--- config.mk ---
export PLATFORM = sky130hd
export DESIGN_NAME = video_timing_gen_flat
export DESIGN_NICKNAME = d
export VERILOG_FILES = /design/src/rtl/video_timing_gen_pkg.sv /design/src/rtl/video_timing_gen_if.sv /design/src/rtl/video_timing_gen_axis_cnt.sv /design/src/rtl/video_timing_gen.sv /design/src/flat_wrapper.sv
export SDC_FILE = /design/constraint.sdc
export NUM_CORES = 1
export LEC_CHECK = 0
export CAP_MARGIN = 0
export CORE_UTILIZATION = 50
export CTS_CLUSTER_DIAMETER = 150
export DETAILED_ROUTE_END_ITERATION = 10
export PLACE_DENSITY = 0.79
export REMOVE_ABC_BUFFERS = 1
export SETUP_SLACK_MARGIN = 0.2
export SKIP_CTS_REPAIR_TIMING = 1
export SYNTH_ARGS = -nofsm -noshare
export SYNTH_HDL_FRONTEND = slang
export SYNTH_HIERARCHICAL = 1
export SYNTH_SLANG_ARGS = --single-unit
--- constraint.sdc ---
create_clock -name pix_clk -period 4.9 [get_ports pix_clk]
set_input_delay 1.47 -clock pix_clk [delete_from_list [all_inputs] [get_ports pix_clk]]
set_output_delay 1.47 -clock pix_clk [all_outputs]
set_load 0.01 [all_outputs]
--- src/rtl/video_timing_gen_pkg.sv ---
// Standard raster timing sets shared by every video_timing_gen instantiation.
// An instance picks one set and passes its fields as parameters.
package video_timing_pkg;

    typedef struct packed {
        int   h_sync;
        int   h_bp;
        int   h_act;
        int   h_fp;
        int   v_sync;
        int   v_bp;
        int   v_act;
        int   v_fp;
        logic hs_pol;
        logic vs_pol;
    } timing_t;

    localparam timing_t TIMING_720P60 = '{
        h_sync: 40, h_bp: 220, h_act: 1280, h_fp: 110,
        v_sync: 5,  v_bp: 20,  v_act: 720,  v_fp: 5,
        hs_pol: 1'b1, vs_pol: 1'b1
    };

    localparam timing_t TIMING_1080P60 = '{
        h_sync: 44, h_bp: 148, h_act: 1920, h_fp: 88,
        v_sync: 5,  v_bp: 36,  v_act: 1080, v_fp: 4,
        hs_pol: 1'b1, vs_pol: 1'b1
    };

    localparam timing_t TIMING_640X480P60 = '{
        h_sync: 96, h_bp: 48, h_act: 640, h_fp: 16,
        v_sync: 2,  v_bp: 33, v_act: 480, v_fp: 10,
        hs_pol: 1'b0, vs_pol: 1'b0
    };

    function automatic int axis_total(int sync, int bp, int act, int fp);
        return sync + bp + act + fp;
    endfunction

endpackage

--- src/rtl/video_timing_gen_if.sv ---
// Raster output bundle: syncs, data enable, active-area coordinates and frame tick.
// The timing generator drives the master side; the pixel-colour stage takes the slave side.
interface video_timing_gen_if #(
    parameter int X_BITS = 12,
    parameter int Y_BITS = 12
);
    logic              hs_out;
    logic              vs_out;
    logic              de_out;
    logic [X_BITS-1:0] act_x;
    logic [Y_BITS-1:0] act_y;
    logic              frame_start;

    modport master (
        output hs_out, vs_out, de_out, act_x, act_y, frame_start
    );

    modport slave (
        input hs_out, vs_out, de_out, act_x, act_y, frame_start
    );
endinterface

--- src/rtl/video_timing_gen_axis_cnt.sv ---
// One raster axis: a wrapping position counter plus combinational region decode.
// Region order along the axis is sync, back porch, active, front porch.
module timing_axis_cnt
    import video_timing_pkg::*;
#(
    parameter int SYNC  = 40,
    parameter int BP    = 220,
    parameter int ACT   = 1280,
    parameter int FP    = 110,
    parameter int WIDTH = 12
) (
    input  logic             pix_clk,
    input  logic             rstn,
    input  logic             i_en,
    output logic [WIDTH-1:0] o_cnt,
    output logic             o_wrap,
    output logic             o_sync_active,
    output logic             o_act_active,
    output logic [WIDTH-1:0] o_act_coord
);
    localparam int TOTAL = axis_total(SYNC, BP, ACT, FP);
    localparam int START = SYNC + BP;

    localparam logic [WIDTH-1:0] LAST     = WIDTH'(TOTAL - 1);
    localparam logic [WIDTH-1:0] SYNC_END = WIDTH'(SYNC);
    localparam logic [WIDTH-1:0] ACT_BEG  = WIDTH'(START);
    // One extra bit: the active end equals TOTAL when there is no front porch.
    localparam logic [WIDTH:0]   ACT_END  = (WIDTH+1)'(START + ACT);

    logic [WIDTH-1:0] r_cnt;

    // NOTE: state registers use non-blocking assignments so every flop samples pre-edge values.
    always_ff @(posedge pix_clk or negedge rstn) begin
        if (!rstn) begin
            r_cnt <= '0;
        end else if (i_en) begin
            r_cnt <= (r_cnt == LAST) ? '0 : r_cnt + 1'b1;
        end
    end

    assign o_cnt         = r_cnt;
    assign o_wrap        = (r_cnt == LAST);
    assign o_sync_active = (r_cnt < SYNC_END);
    assign o_act_active  = (r_cnt >= ACT_BEG) && ({1'b0, r_cnt} < ACT_END);
    assign o_act_coord   = o_act_active ? (r_cnt - ACT_BEG) : '0;

endmodule

--- src/rtl/video_timing_gen.sv ---
// Free-running raster timing generator: hs/vs/de, active coordinates and a frame tick,
// all registered one cycle after the counter state they decode.
module video_timing_gen
    import video_timing_pkg::*;
#(
    // X_BITS must hold H_TOTAL-1 and Y_BITS must hold V_TOTAL-1.
    parameter int   X_BITS = 12,
    parameter int   Y_BITS = 12,
    parameter int   H_SYNC = TIMING_720P60.h_sync,
    parameter int   H_BP   = TIMING_720P60.h_bp,
    parameter int   H_ACT  = TIMING_720P60.h_act,
    parameter int   H_FP   = TIMING_720P60.h_fp,
    parameter int   V_SYNC = TIMING_720P60.v_sync,
    parameter int   V_BP   = TIMING_720P60.v_bp,
    parameter int   V_ACT  = TIMING_720P60.v_act,
    parameter int   V_FP   = TIMING_720P60.v_fp,
    parameter logic HS_POL = TIMING_720P60.hs_pol,
    parameter logic VS_POL = TIMING_720P60.vs_pol
) (
    input  logic                pix_clk,
    input  logic                rstn,
    video_timing_gen_if.master  o_vid
);
    logic [X_BITS-1:0] w_h_cnt;
    logic [X_BITS-1:0] w_h_coord;
    logic              w_h_wrap;
    logic              w_h_sync;
    logic              w_h_act;

    logic [Y_BITS-1:0] w_v_cnt;
    logic [Y_BITS-1:0] w_v_coord;
    logic              w_unused_v_wrap;
    logic              w_v_sync;
    logic              w_v_act;

    timing_axis_cnt #(
        .SYNC (H_SYNC),
        .BP   (H_BP),
        .ACT  (H_ACT),
        .FP   (H_FP),
        .WIDTH(X_BITS)
    ) u_h_axis (
        .pix_clk      (pix_clk),
        .rstn         (rstn),
        .i_en         (1'b1),
        .o_cnt        (w_h_cnt),
        .o_wrap       (w_h_wrap),
        .o_sync_active(w_h_sync),
        .o_act_active (w_h_act),
        .o_act_coord  (w_h_coord)
    );

    // Advancing only on the last pixel of a line keeps vsync edges on line boundaries.
    timing_axis_cnt #(
        .SYNC (V_SYNC),
        .BP   (V_BP),
        .ACT  (V_ACT),
        .FP   (V_FP),
        .WIDTH(Y_BITS)
    ) u_v_axis (
        .pix_clk      (pix_clk),
        .rstn         (rstn),
        .i_en         (w_h_wrap),
        .o_cnt        (w_v_cnt),
        .o_wrap       (w_unused_v_wrap),
        .o_sync_active(w_v_sync),
        .o_act_active (w_v_act),
        .o_act_coord  (w_v_coord)
    );

    logic              r_hs;
    logic              r_vs;
    logic              r_de;
    logic [X_BITS-1:0] r_act_x;
    logic [Y_BITS-1:0] r_act_y;
    logic              r_frame_start;

    always_ff @(posedge pix_clk or negedge rstn) begin
        if (!rstn) begin
            r_hs          <= ~HS_POL;
            r_vs          <= ~VS_POL;
            r_de          <= 1'b0;
            r_act_x       <= '0;
            r_act_y       <= '0;
            r_frame_start <= 1'b0;
        end else begin
            r_hs          <= w_h_sync ? HS_POL : ~HS_POL;
            r_vs          <= w_v_sync ? VS_POL : ~VS_POL;
            r_de          <= w_h_act && w_v_act;
            r_act_x       <= w_h_coord;
            r_act_y       <= w_v_coord;
            r_frame_start <= (w_h_cnt == '0) && (w_v_cnt == '0);
        end
    end

    assign o_vid.hs_out      = r_hs;
    assign o_vid.vs_out      = r_vs;
    assign o_vid.de_out      = r_de;
    assign o_vid.act_x       = r_act_x;
    assign o_vid.act_y       = r_act_y;
    assign o_vid.frame_start = r_frame_start;

endmodule

--- src/flat_wrapper.sv ---
// flat-port wrapper written by rule: the top's interface ports become plain ports
module video_timing_gen_flat import video_timing_pkg::*;
#(
                                                                 
    parameter int   X_BITS = 12,
    parameter int   Y_BITS = 12,
    parameter int   H_SYNC = TIMING_720P60.h_sync,
    parameter int   H_BP   = TIMING_720P60.h_bp,
    parameter int   H_ACT  = TIMING_720P60.h_act,
    parameter int   H_FP   = TIMING_720P60.h_fp,
    parameter int   V_SYNC = TIMING_720P60.v_sync,
    parameter int   V_BP   = TIMING_720P60.v_bp,
    parameter int   V_ACT  = TIMING_720P60.v_act,
    parameter int   V_FP   = TIMING_720P60.v_fp,
    parameter logic HS_POL = TIMING_720P60.hs_pol,
    parameter logic VS_POL = TIMING_720P60.vs_pol
)
  (pix_clk, rstn, o_vid_hs_out, o_vid_vs_out, o_vid_de_out, o_vid_act_x, o_vid_act_y, o_vid_frame_start);
  video_timing_gen_if #(.X_BITS(X_BITS), .Y_BITS(Y_BITS)) o_vid_i ();
  input  logic pix_clk;
  input  logic rstn;
  output wire logic [$bits(o_vid_i.hs_out)-1:0] o_vid_hs_out;
  output wire logic [$bits(o_vid_i.vs_out)-1:0] o_vid_vs_out;
  output wire logic [$bits(o_vid_i.de_out)-1:0] o_vid_de_out;
  output wire logic [$bits(o_vid_i.act_x)-1:0] o_vid_act_x;
  output wire logic [$bits(o_vid_i.act_y)-1:0] o_vid_act_y;
  output wire logic [$bits(o_vid_i.frame_start)-1:0] o_vid_frame_start;
  assign o_vid_hs_out = o_vid_i.hs_out;
  assign o_vid_vs_out = o_vid_i.vs_out;
  assign o_vid_de_out = o_vid_i.de_out;
  assign o_vid_act_x = o_vid_i.act_x;
  assign o_vid_act_y = o_vid_i.act_y;
  assign o_vid_frame_start = o_vid_i.frame_start;
  video_timing_gen #(.X_BITS(X_BITS), .Y_BITS(Y_BITS), .H_SYNC(H_SYNC), .H_BP(H_BP), .H_ACT(H_ACT), .H_FP(H_FP), .V_SYNC(V_SYNC), .V_BP(V_BP), .V_ACT(V_ACT), .V_FP(V_FP), .HS_POL(HS_POL), .VS_POL(VS_POL)) u_core (.pix_clk(pix_clk), .rstn(rstn), .o_vid(o_vid_i));
endmodule
======== Word level (Yosys, flattened, before mapping) ========
Cells that the tools add are included.
word-level totals
  word-level logic and storage cells ...... 32
  input port bits ......................... 2
  output and inout port bits .............. 28
  flip-flop bits (word level) ............. 52
operators by class
  multiplexer cells ....................... 6
  add/subtract/negate cells ............... 4
  reductions and logical operators ........ 6
  equal/unequal tests ..................... 2
  $lt $le $gt $ge ......................... 6
operator list
  kind                     number
  $mux W12                 4
  $add A12 B1 Y12 const B  2
  $logic_not A12 Y1        2
  $eq A12 B10 Y1 const B   1
  $eq A12 B11 Y1 const B   1
  $ge A12 B5 Y1 const B    1
  $ge A12 B9 Y1 const B    1
  $lt A12 B10 Y1 const B   1
  $lt A12 B11 Y1 const B   1
  $lt A12 B3 Y1 const B    1
  $lt A12 B6 Y1 const B    1
  $sub A12 B5 Y12 const B  1
  $sub A12 B9 Y12 const B  1
  $logic_and A1 B1 Y1      4
  $mux W1                  2

======== Longest topological paths before layout ========
Gate-level depths: netlist of the first run.
  word-level depth ........................ 3
  mapped depth ............................ 9
  depth with buffers taken out ............ 8

======== Hierarchy ========
Netlist of the first run, hierarchy kept.
by module, submodules not included
  module                              seq. area each (um^2)  cells each  times used  area an instance (um^2)
  timing_axis_cnt at u_core.u_h_axis  300.3                  115         1           979.7
  timing_axis_cnt at u_core.u_v_axis  300.3                  107         1           970.9
  video_timing_gen                    700.7                  39          1           768.2

======== Least setup slack after synthesis of the first run ========
OpenSTA, ideal clock, no wires.
  path kind ............................... register to register
  from .................................... register u_core.u_h_axis.r_cnt[2], in the netlist u_core/u_h_axis/o_cnt[2]
  to ...................................... register u_core.r_de, in the netlist u_core/o_vid.de_out
  setup time .............................. 0.066 ns
  path buffers ............................ 2
  path slack .............................. 2.551 ns
  period minus slack after synthesis ...... 2.349 ns
  stages on the path, launching flop included .. 10
  required time ........................... 4.834 ns
  arrival time ............................ 2.283 ns
  cell sequence ........................... dfrtp_1 > inv_1 > ha_1 > or3b_1 > clkbuf_2 > o311a_1 > or4_4 > buf_6 > inv_1 > and2_1
between the ends
  word-level cells in the longest chain between the ends .. 3
  elaborated cells between the ends (all ways) .. 4
  those cells by class .................... order compare: 2; reduce/logical: 2
RTL lines
  item                                                    line                             source
  start, declared                                         video_timing_gen_axis_cnt.sv:30  logic [WIDTH-1:0] r_cnt;
  start signal, assigned                                  video_timing_gen_axis_cnt.sv:37  r_cnt <= (r_cnt == LAST) ? '0 : r_cnt + 1'b1;
  $ge A12 B9 Y1 / $lt A12 B11 Y1 (equally long branches)  video_timing_gen_axis_cnt.sv:44  assign o_act_active = (r_cnt >= ACT_BEG) && ({1'b0, r_cnt} < ACT_END);
  $logic_and A1 B1 Y1 *                                   video_timing_gen_axis_cnt.sv:44
  named net u_core.w_h_act                                video_timing_gen.sv:28           logic w_h_act;
  $logic_and A1 B1 Y1 *                                   video_timing_gen.sv:89           r_de <= w_h_act && w_v_act;
  end signal, assigned                                    video_timing_gen.sv:89
  end, declared                                           video_timing_gen.sv:73           logic r_de;
The timed path passes the listed nets; every way through them passes the cells marked *.
A chain may end at the register's enable or synchronous reset.

======== Worst setup path in the final report of the first run ========
  from .................................... register u_core.r_act_x[1], in the netlist u_core/o_vid.act_x[1]
  to ...................................... output o_vid_act_x[1]
RTL lines
  item                    line                    source
  start, declared         video_timing_gen.sv:74  logic [X_BITS-1:0] r_act_x;
  start signal, assigned  video_timing_gen.sv:90  r_act_x <= w_h_coord;
  end, declared           flat_wrapper.sv:25      output wire logic [$bits(o_vid_i.act_x)-1:0] o_vid_act_x;
No word-level cell between the ends.

==> results of run 1 <==
[layout by cell type (no fill, tap or decap), drive strengths merged, types with 2 or more instances in the layout]
master         instances
a21oi                 16
nand2                 16
and3                   4
o22ai                  2
o21a                   2
nor2                  26
and2                   3
or4                    2
dfrtp                 52
or3                    3
xnor2                 18
clkdlybuf4s50         28
nand4                  8
nor4b                  2
conb                   8
nand2b                 5
clkbuf                 6
nor3                   8
a211oi                 2
mux2i                  2
nand3                  7
o21ai                  6
nor4                  10
buf                    2
ha                    10
inv                    9
xor2                   8
[flip-flops by register name, summed over array words and instances (netlist names)]
register                  cells
u_core/o_vid.act_x           12
u_core/o_vid.act_y           12
u_core/u_h_axis/o_cnt        12
u_core/o_vid.vs_out           1
u_core/o_vid.hs_out           1
u_core/o_vid.frame_start      1
u_core/u_v_axis/o_cnt        12
u_core/o_vid.de_out           1
[worst reg2reg max path: stages, from the launching register on]
cell,delay (ns)
dfrtp_1,0.50
inv_1,0.15
ha_1,0.18
or3b_1,0.45
o311a_1,0.33
or4_4,0.59
a21oi_1,0.17
[report_power, final]
part	internal, µW	total, µW	switching, µW
logic	73.1	160	87.2
registers	454	506	52.1
clock network	167	297	130
[kinds of logic after synthesis]
logic type | after synthesis | share of synthesized area (%)
muxes | 2 | 0.7363
AOI/OAI and AO/OA | 41 | 9.987
other | 1 | 0.1379
and+or+nand+nor | 101 | 20.62
xor gates and xnor gates | 26 | 8.376
DFF | 52 | 47.86
adders and majority gates | 10 | 4.602
buffers and inverters | 28 | 7.685
[worst paths after layout]
| kind | to | depth (start not counted) | from |
|---|---|---|---|
| worst min-delay path | u_core/u_v_axis/o_cnt[11]$_DFFE_PN0P_ | 1 | u_core/u_v_axis/o_cnt[11]$_DFFE_PN0P_ |
| worst max-delay path | o_vid_act_x[1] | 1 | u_core/o_vid.act_x[1]$_DFF_PN0_ |
| max in group asynchronous | u_core/o_vid.act_x[8]$_DFF_PN0_ | 1 | rstn |
| min in group asynchronous | u_core/u_h_axis/o_cnt[10]$_DFFE_PN0P_ | 1 | rstn |
| worst max register to register | u_core/o_vid.act_x[5]$_DFF_PN0_ | 6 | u_core/u_h_axis/o_cnt[3]$_DFFE_PN0P_ |
| worst min register to register | u_core/u_v_axis/o_cnt[11]$_DFFE_PN0P_ | 1 | u_core/u_v_axis/o_cnt[11]$_DFFE_PN0P_ |
[metrics by stage]
step / setup slack, ns / area, µm² / instances / power, µW / util, %
6_report: 2.257 / 3078 / 357 / 963.9 / 59.51
5_1_grt: 2.193 / 3078 / 357 / 1018 / 59.51
4_1_cts: 2.249 / 3078 / 357 / 972.4 / 59.51
3_5_place_dp: 2.438 / 2957 / 349 / 670.5 / 57.16
3_3_place_gp: 2.483 / 2957 / 349 / 664.3 / 57.16
2_1_floorplan: 1.375 / 2570 / 249 / 612.6 / -
[layer usage]
layer,GRT usage [%],vias to the layer above
li1,-,947
met1,24.15,876
met2,27.73,62
met3,3.571,9
met4,5.761,0
met5,0,-
[final cells by class]
type,instances,area [µm²]
Timing Repair Buffer,30,292.8
Clock inverter,2,38.79
Tap cell,70,87.58
Inverter,9,33.78
Clock buffer,6,82.58
Fill cell,422,2095
Multi-Input combinational cell,188,1241
Sequential cell,52,1301
==> results.yml, run 1 <==
global_routing:
  grt_pass1_wl_um: 7610
  grt_pass1_vias: 1625
  globalRouteTotalUtil_pct: 17.57
  antenna_found_initial: 0
  grt_overflow: 0
  grt_max_degree: 53
sta:
  finalCriticalPeriod_ns: 2.643
  fmax_mhz: 378.4
  hold_viol: 0
  rsz0062_at_grt: "false"
  setup-tns-final_ns: 0
  finClkSkew_ns: 0.003507
  finalMaxSlewViolations: 0
  max_slew_margin_pct: 26.95
  tightest_slew_ns: 1.096
  finalSetupViolCount: 0
  whs_ns: 0.5472
  fin_crit_sh_pct: 53.94
critical_path:
  cp_slowest_cell: "clkdlybuf4s50_1"
  endpoint_kind: "primary output"
  cp.required_ns: 3.43
  setup.worst_path.class: "reg2out"
  setup.worst_path.start_class: "flop"
  critPathBufInv: 1
  reg2reg_setup_slack_ns: 2.44
  path_cells: "clkdlybuf4s50_1"
  arrival_ns: 1.17
  critPathMaxFanout: 1
  max_stage_delay_ns: 0.53
  path_delay_family: "buffers and inverters"
floorplan:
  die_w_um: 75.74
  die_h_um: 75.74
  core_um2: 5172
  die_area_um2: 5737
  placementRows: 26
  pin_count: 30
  initial_core_util_pct: 52.56
detailed_routing:
  top_layer_used: "met4"
  routedWlPerCell_um: 12.96
  dr_wl_met3_um: 194
  met2_length_um: 2169
  viasPerCell: 5.305
  wl_um: 4626
  drtPass1Iterations: 4
  initialDrtViolationCount: 168
  num_vias: 1894
  wl_met1_um: 2188
  ant_nets: 0
  drc: 0
placed_design:
  dp_hpwl_um: 3160
  gp_congestion: 0.8567
  io_buffer_count: 29
yosys:
  synth_area_um2: 2719
  synth.most_common_cell: "dfrtp_1"
  yosysWarnings: 6
  ys_ff_latch: 52
  synthTopCellsByCount: "dfrtp_1 (52), nor2_1 (26), xnor2_1 (18), a21oi_1 (16), nand2_1 (16)"
  synth.top_cell.area_share_pct: 47.86
  synth-main-ff-cell: "dfrtp_1"
  syn_inst: 261
  synth_edf_count: 0
  ys_types: 56
  syn_avg_cell_area_um2: 10.42
  synth-seq-area-share_pct: 47.86
  synth.largest_area_cell: "dfrtp_1"
  async_flop_share_pct: 100.0
  synth.top_cells.by_area: "dfrtp_1 (48%), xnor2_1 (5.8%), ha_1 (4.6%)"
clock_tree:
  cts_buffers: 5
  tritoncts: "yes"
  clk_path_buf_depth: 2
  cts_root_buf: "clkbuf_8"
  clk_transition_reported_paths_ns: 0.09
  clkLatencyLatePin_ns: 0.30
  cts-htree-levels: 2
  cts_sinks: 52
final_layout:
  fin_nets: 298
  area_growth_pct: 13.21
  final_layout_size_suffix_gt1_share_pct: 7.666
  diodes: 0
status:
  status: "complete, no violations"
power_and_ir_drop:
  power_density_nw_per_um2: 313.2
  ir_drop_mv: 0.1445
  p_leak_uw: 0.001397
worst_hold_path:
  min-delay-path-class: "reg2reg"
job:
  drv_cap: 0
(Power assumes the default switching activity.)
==> inputs of run 2 (changes only) <==
==> constraint.sdc (replaced) <==
create_clock -name pix_clk -period 2.6 [get_ports pix_clk]
set_input_delay 0.78 -clock pix_clk [delete_from_list [all_inputs] [get_ports pix_clk]]
set_output_delay 0.78 -clock pix_clk [all_outputs]
set_load 0.01 [all_outputs]
==> run 2 against run 1 <==
First-iteration DRC count increased by 0.60%. Wire length increased by 7.0%. Register-to-register slack got worse by 2.1 ns. Largest cell class unchanged. Final area increased by 2.0%. Core utilization increased by 1.2 points. Critical path depth increased by 5. Global-route usage increased by 1.4 points.
==> results.yml, run 2 (same netlist as run 1, synthesis figures left out) <==
sta:
  whs_ns: 0.5505
  finalSetupViolCount: 0
  max_slew_margin_pct: 51.43
  finalMaxSlewViolations: 0
  fmax_mhz: 434.9
  fin_ws_ns: 0.3008
  tightest_slew_ns: 0.7195
  fin_crit_sh_pct: 88.43
  finalCriticalPeriod_ns: 2.299
  rsz0062_at_grt: "false"
  hold_viol: 0
  finClkSkew_ns: 0.006200
power_and_ir_drop:
  ir_drop_mv: 0.2874
  power.total_uw: 1864
  power_density_nw_per_um2: 593.4
  p_leak_uw: 0.001438
global_routing:
  grt_overflow: 0
  grt_pass1_wl_um: 8204
  antenna_found_initial: 0
  grt_pass1_vias: 1748
  globalRouteTotalUtil_pct: 18.98
  grt_max_degree: 53
final_layout:
  design_area_um2: 3141
  regArea_um2: 1301
  final_cell_mix: "dfrtp_1 (52), clkdlybuf4s50_1 (28), nor2_1 (26)"
  multiInputGateArea_um2: 1244
  diodes: 0
  fillCellCount: 404
  fin_nets: 306
  final_common_cell: "dfrtp_1"
  fin_cells: 365
  area_growth_pct: 15.51
  final_layout_size_suffix_gt1_share_pct: 10.51
critical_path:
  endpoint_kind: "flop"
  cp.required_ns: 2.82
  setup.worst_path.class: "reg2reg"
  critPathMaxFanout: 12
  arrival_ns: 2.52
  setup.worst_path.start_class: "flop"
placed_design:
  gp_congestion: 0.8219
  dp_cells: 357
  place_area_um2: 3017
  io_buffer_count: 29
  dp_hpwl_um: 3431
  dpl_worst_slack_ns: 0.3066
floorplan:
  die_area_um2: 5737
  die_h_um: 75.74
  pin_count: 30
  core_um2: 5172
  initial_core_util_pct: 52.56
  placementRows: 26
  die_w_um: 75.74
detailed_routing:
  viasPerCell: 5.441
  wl_um: 4949
  initialDrtViolationCount: 169
  drtPass1Iterations: 4
  ant_nets: 0
  num_vias: 1986
  routedWlPerCell_um: 13.56
  drc: 0
status:
  status: "complete, no violations"
clock_tree:
  tritoncts: "yes"
  cts_sinks: 52
  clk_transition_reported_paths_ns: 0.09
  clkLatencyLatePin_ns: 0.30
  clk_path_buf_depth: 2
  cts-htree-levels: 2
  cts_root_buf: "clkbuf_8"
  cts_buffers: 5
job:
  drv_cap: 0
worst_hold_path:
  min-delay-path-class: "in2async"
-- run 2: cell count changes in the layout (fill, tap and decap cells not counted), sizes merged --
| cell | delta |
|---|---|
| buf | +8 |
-- run 2: where the power goes --
group	internal, µW	leakage, µW	switching, µW
logic	166	0.000670	212
registers	856	0.000707	59.3
clock network	315	0.0000614	255
-- run 2: area by class of cell --
class | count | area share [%]
multi-input cells | 188 | 39.60
clock buffers | 6 | 2.629
inverters | 9 | 1.076
well taps | 70 | 2.789
clock inverters | 2 | 1.235
repair buffers | 38 | 11.24
flip-flops and latches | 52 | 41.43
-- run 2: worst max-delay path: stages, from the launching register on --
cell and delay (ns):
dfrtp_1 0.40, inv_1 0.12, ha_1 0.19, or3b_4 0.42
o311a_1 0.30, or4_4 0.60, a21oi_1 0.18
-- run 2: metrics by stage --
stage / utilization, % / setup TNS (ns)
3_3_place_gp: 58.32 / 0
6_report: 60.72 / 0
4_1_cts: 60.67 / 0
2_1_floorplan: - / -11.47
3_5_place_dp: 58.32 / 0
5_1_grt: 60.72 / 0
-- run 2: routing by layer --
metal | routed length (µm) | GRT usage, % | vias to the layer above
met5 | 0 | 0 | -
met4 | 88 | 5.967 | 0
met3 | 180 | 4.101 | 9
met2 | 2310 | 30.29 | 62
met1 | 2370 | 25.75 | 949
li1 | - | - | 966
-- run 2: path summary, 6_finish.rpt --
| kind | startpoint | endpoint | slack, ns | cells after the start |
|---|---|---|---|---|
| max in group asynchronous | rstn | u_core/o_vid.act_y[11]$_DFF_PN0_ | 1.59 | 2 |
| min in group pix_clk | u_core/u_v_axis/o_cnt[11]$_DFFE_PN0P_ | u_core/u_v_axis/o_cnt[11]$_DFFE_PN0P_ | 0.55 | 1 |
| worst max-delay path | u_core/u_h_axis/o_cnt[3]$_DFFE_PN0P_ | u_core/o_vid.act_x[5]$_DFF_PN0_ | 0.30 | 6 |
| worst min-delay path | rstn | u_core/u_h_axis/o_cnt[10]$_DFFE_PN0P_ | 0.55 | 2 |
| worst min register to register | u_core/u_v_axis/o_cnt[11]$_DFFE_PN0P_ | u_core/u_v_axis/o_cnt[11]$_DFFE_PN0P_ | 0.55 | 1 |
| worst max register to register | u_core/u_h_axis/o_cnt[3]$_DFFE_PN0P_ | u_core/o_vid.act_x[5]$_DFF_PN0_ | 0.30 | 6 |
==> inputs of run 3 (changes only) <==
--- a/config.mk
+++ b/config.mk
@@ -9,7 +9,8 @@
 export CORE_UTILIZATION = 50
 export CTS_CLUSTER_DIAMETER = 150
 export DETAILED_ROUTE_END_ITERATION = 10
-export PLACE_DENSITY = 0.79
+export DONT_BUFFER_PORTS = 1
+export PLACE_DENSITY = 0.72
 export REMOVE_ABC_BUFFERS = 1
 export SETUP_SLACK_MARGIN = 0.2
 export SKIP_CTS_REPAIR_TIMING = 1
@@ -17,3 +18,4 @@
 export SYNTH_HDL_FRONTEND = slang
 export SYNTH_HIERARCHICAL = 1
 export SYNTH_SLANG_ARGS = --single-unit
+export TNS_END_PERCENT = 10
==> run 3 against run 2 <==
Count of clock-buffer cells in the layout grew 1. Setup slack lost 0.00050 ns. Critical path type unchanged. Critical endpoint is now u_core/o_vid.de_out$_DFF_PN0_. Sequential share of layout area grew 5.0 points. Largest power group unchanged.
==> results.yml, run 3 (same netlist as run 1, synthesis figures left out) <==
final_layout:
  final_util_pct: 54.23
  final_cell_mix: "dfrtp_1 (52), nor2_1 (26), xnor2_1 (18)"
  design_area_um2: 2805
  fin_nets: 274
  regArea_um2: 1301
  final_common_cell: "dfrtp_1"
  diodes: 0
  area_growth_pct: 3.175
  final_layout_size_suffix_gt1_share_pct: 9.886
  multiInputGateArea_um2: 1244
  fillCellCount: 422
floorplan:
  pin_count: 30
  die_h_um: 75.74
  die_area_um2: 5737
  initial_core_util_pct: 52.56
  core_um2: 5172
  die_w_um: 75.74
  placementRows: 26
sta:
  finalMaxSlewViolations: 0
  max_slew_margin_pct: 51.06
  rsz0062_at_grt: "false"
  tightest_slew_ns: 0.7249
  finClkSkew_ns: 0.006258
  whs_ns: 0.1638
  fin_crit_sh_pct: 88.45
  finalSetupViolCount: 0
  hold_viol: 0
  finalCriticalPeriod_ns: 2.300
  setup-tns-final_ns: 0
  fmax_mhz: 434.8
critical_path:
  cp.required_ns: 2.84
  r2r_cells: 7
  endpoint_kind: "flop"
  critPathMaxFanout: 12
  setup.worst_path.class: "reg2reg"
  setup.worst_path.start_class: "flop"
  rr_endpoint: "u_core/o_vid.de_out$_DFF_PN0_"
  r2r_start: "u_core/u_h_axis/o_cnt[2]$_DFFE_PN0P_"
  arrival_ns: 2.54
  reg2reg_setup_slack_ns: 0.30
detailed_routing:
  drc: 0
  viasPerCell: 5.592
  num_vias: 1862
  drtPass1Iterations: 4
  routedWlPerCell_um: 14.68
  initialDrtViolationCount: 194
  wl_um: 4887
  ant_nets: 0
placed_design:
  gp_congestion: 0.7835
  io_buffer_count: 0
  place_area_um2: 2709
  dp_hpwl_um: 3454
clock_tree:
  cts_sinks: 52
  cts-htree-levels: 2
  tritoncts: "yes"
  clk_transition_reported_paths_ns: 0.09
  clkLatencyLatePin_ns: 0.30
  clk_path_buf_depth: 2
  cts_root_buf: "clkbuf_8"
  cts_buffers: 5
job:
  drv_cap: 0
global_routing:
  grt_max_degree: 53
  antenna_found_initial: 0
  grt_overflow: 0
  grt_pass1_vias: 1645
  globalRouteTotalUtil_pct: 18.66
  grt_pass1_wl_um: 8093
worst_hold_path:
  min-delay-path-class: "in2async"
power_and_ir_drop:
  ir_drop_mv: 0.2981
  power_frac_clock_pct: 26.7
  power.total_uw: 1727
  p_leak_uw: 0.001305
  p_int_uw: 1223
  power_switching_uw: 503.8
  combPwrFrac_pct: 19.8
  p_seq_share_pct: 53.5
  swShare_pct: 29.17
  power_density_nw_per_um2: 615.6
status:
  status: "complete, no violations"
-- run 3: metal layers --
metal | part of all wire (%) | GRT usage (%) | vias up
met5 | 0 | 0 | -
met4 | 0.51 | 4.938 | 0
met3 | 4.0 | 3.307 | 2
met2 | 49 | 29.11 | 49
met1 | 46 | 26.63 | 911
li1 | - | - | 900
-- run 3: worst max path at each step --
| stage | start | endpoint | slack, ns | cells past startpoint |
|---|---|---|---|---|
| floorplan | u_core/u_h_axis/o_cnt[8]$_DFFE_PN0P_ | u_core/u_v_axis/o_cnt[9]$_DFFE_PN0P_ | -0.92 | 6 |
| global placement | u_core/u_h_axis/o_cnt[2]$_DFFE_PN0P_ | u_core/o_vid.de_out$_DFF_PN0_ | 0.39 | 7 |
| detailed placement | u_core/u_h_axis/o_cnt[2]$_DFFE_PN0P_ | u_core/o_vid.de_out$_DFF_PN0_ | 0.29 | 7 |
| CTS | u_core/u_h_axis/o_cnt[2]$_DFFE_PN0P_ | u_core/o_vid.de_out$_DFF_PN0_ | 0.26 | 7 |
| global route | u_core/u_h_axis/o_cnt[2]$_DFFE_PN0P_ | u_core/o_vid.act_x[10]$_DFF_PN0_ | 0.20 | 6 |
| finish | u_core/u_h_axis/o_cnt[2]$_DFFE_PN0P_ | u_core/o_vid.de_out$_DFF_PN0_ | 0.30 | 7 |
-- run 3: area by class of cell --
class | instances | share of cell area [%]
inverter | 9 | 1.204
clock inverter | 1 | 0.2676
clock buffer | 7 | 3.078
tap | 70 | 3.122
timing repair buffer | 6 | 1.606
multi-input combinational | 188 | 44.34
sequential | 52 | 46.39
-- run 3: critical path, stage by stage (launching register included) --
cell and delay, ns:
dfrtp_1 0.40, inv_1 0.12, ha_1 0.21, or3b_4 0.43
o311a_1 0.30, or4_4 0.60, inv_1 0.07, and2_1 0.11
-- run 3: stage by stage --
step | setup WS (ns) | cells
after floorplan | -0.9246 | 249
after global placement | 0.3913 | 325
after detailed placement | 0.2878 | 325
after CTS | 0.2589 | 333
after global routing | 0.2041 | 333
final | 0.3003 | 333
-- run 3: power groups by stage --
stage,clock network [µW],logic (µW),registers (µW)
2_1_floorplan,0,208,946
3_3_place_gp,0,318,935
3_5_place_dp,0,329,939
4_1_cts,482,330,923
5_1_grt,520,376,932
6_report,461,341,925
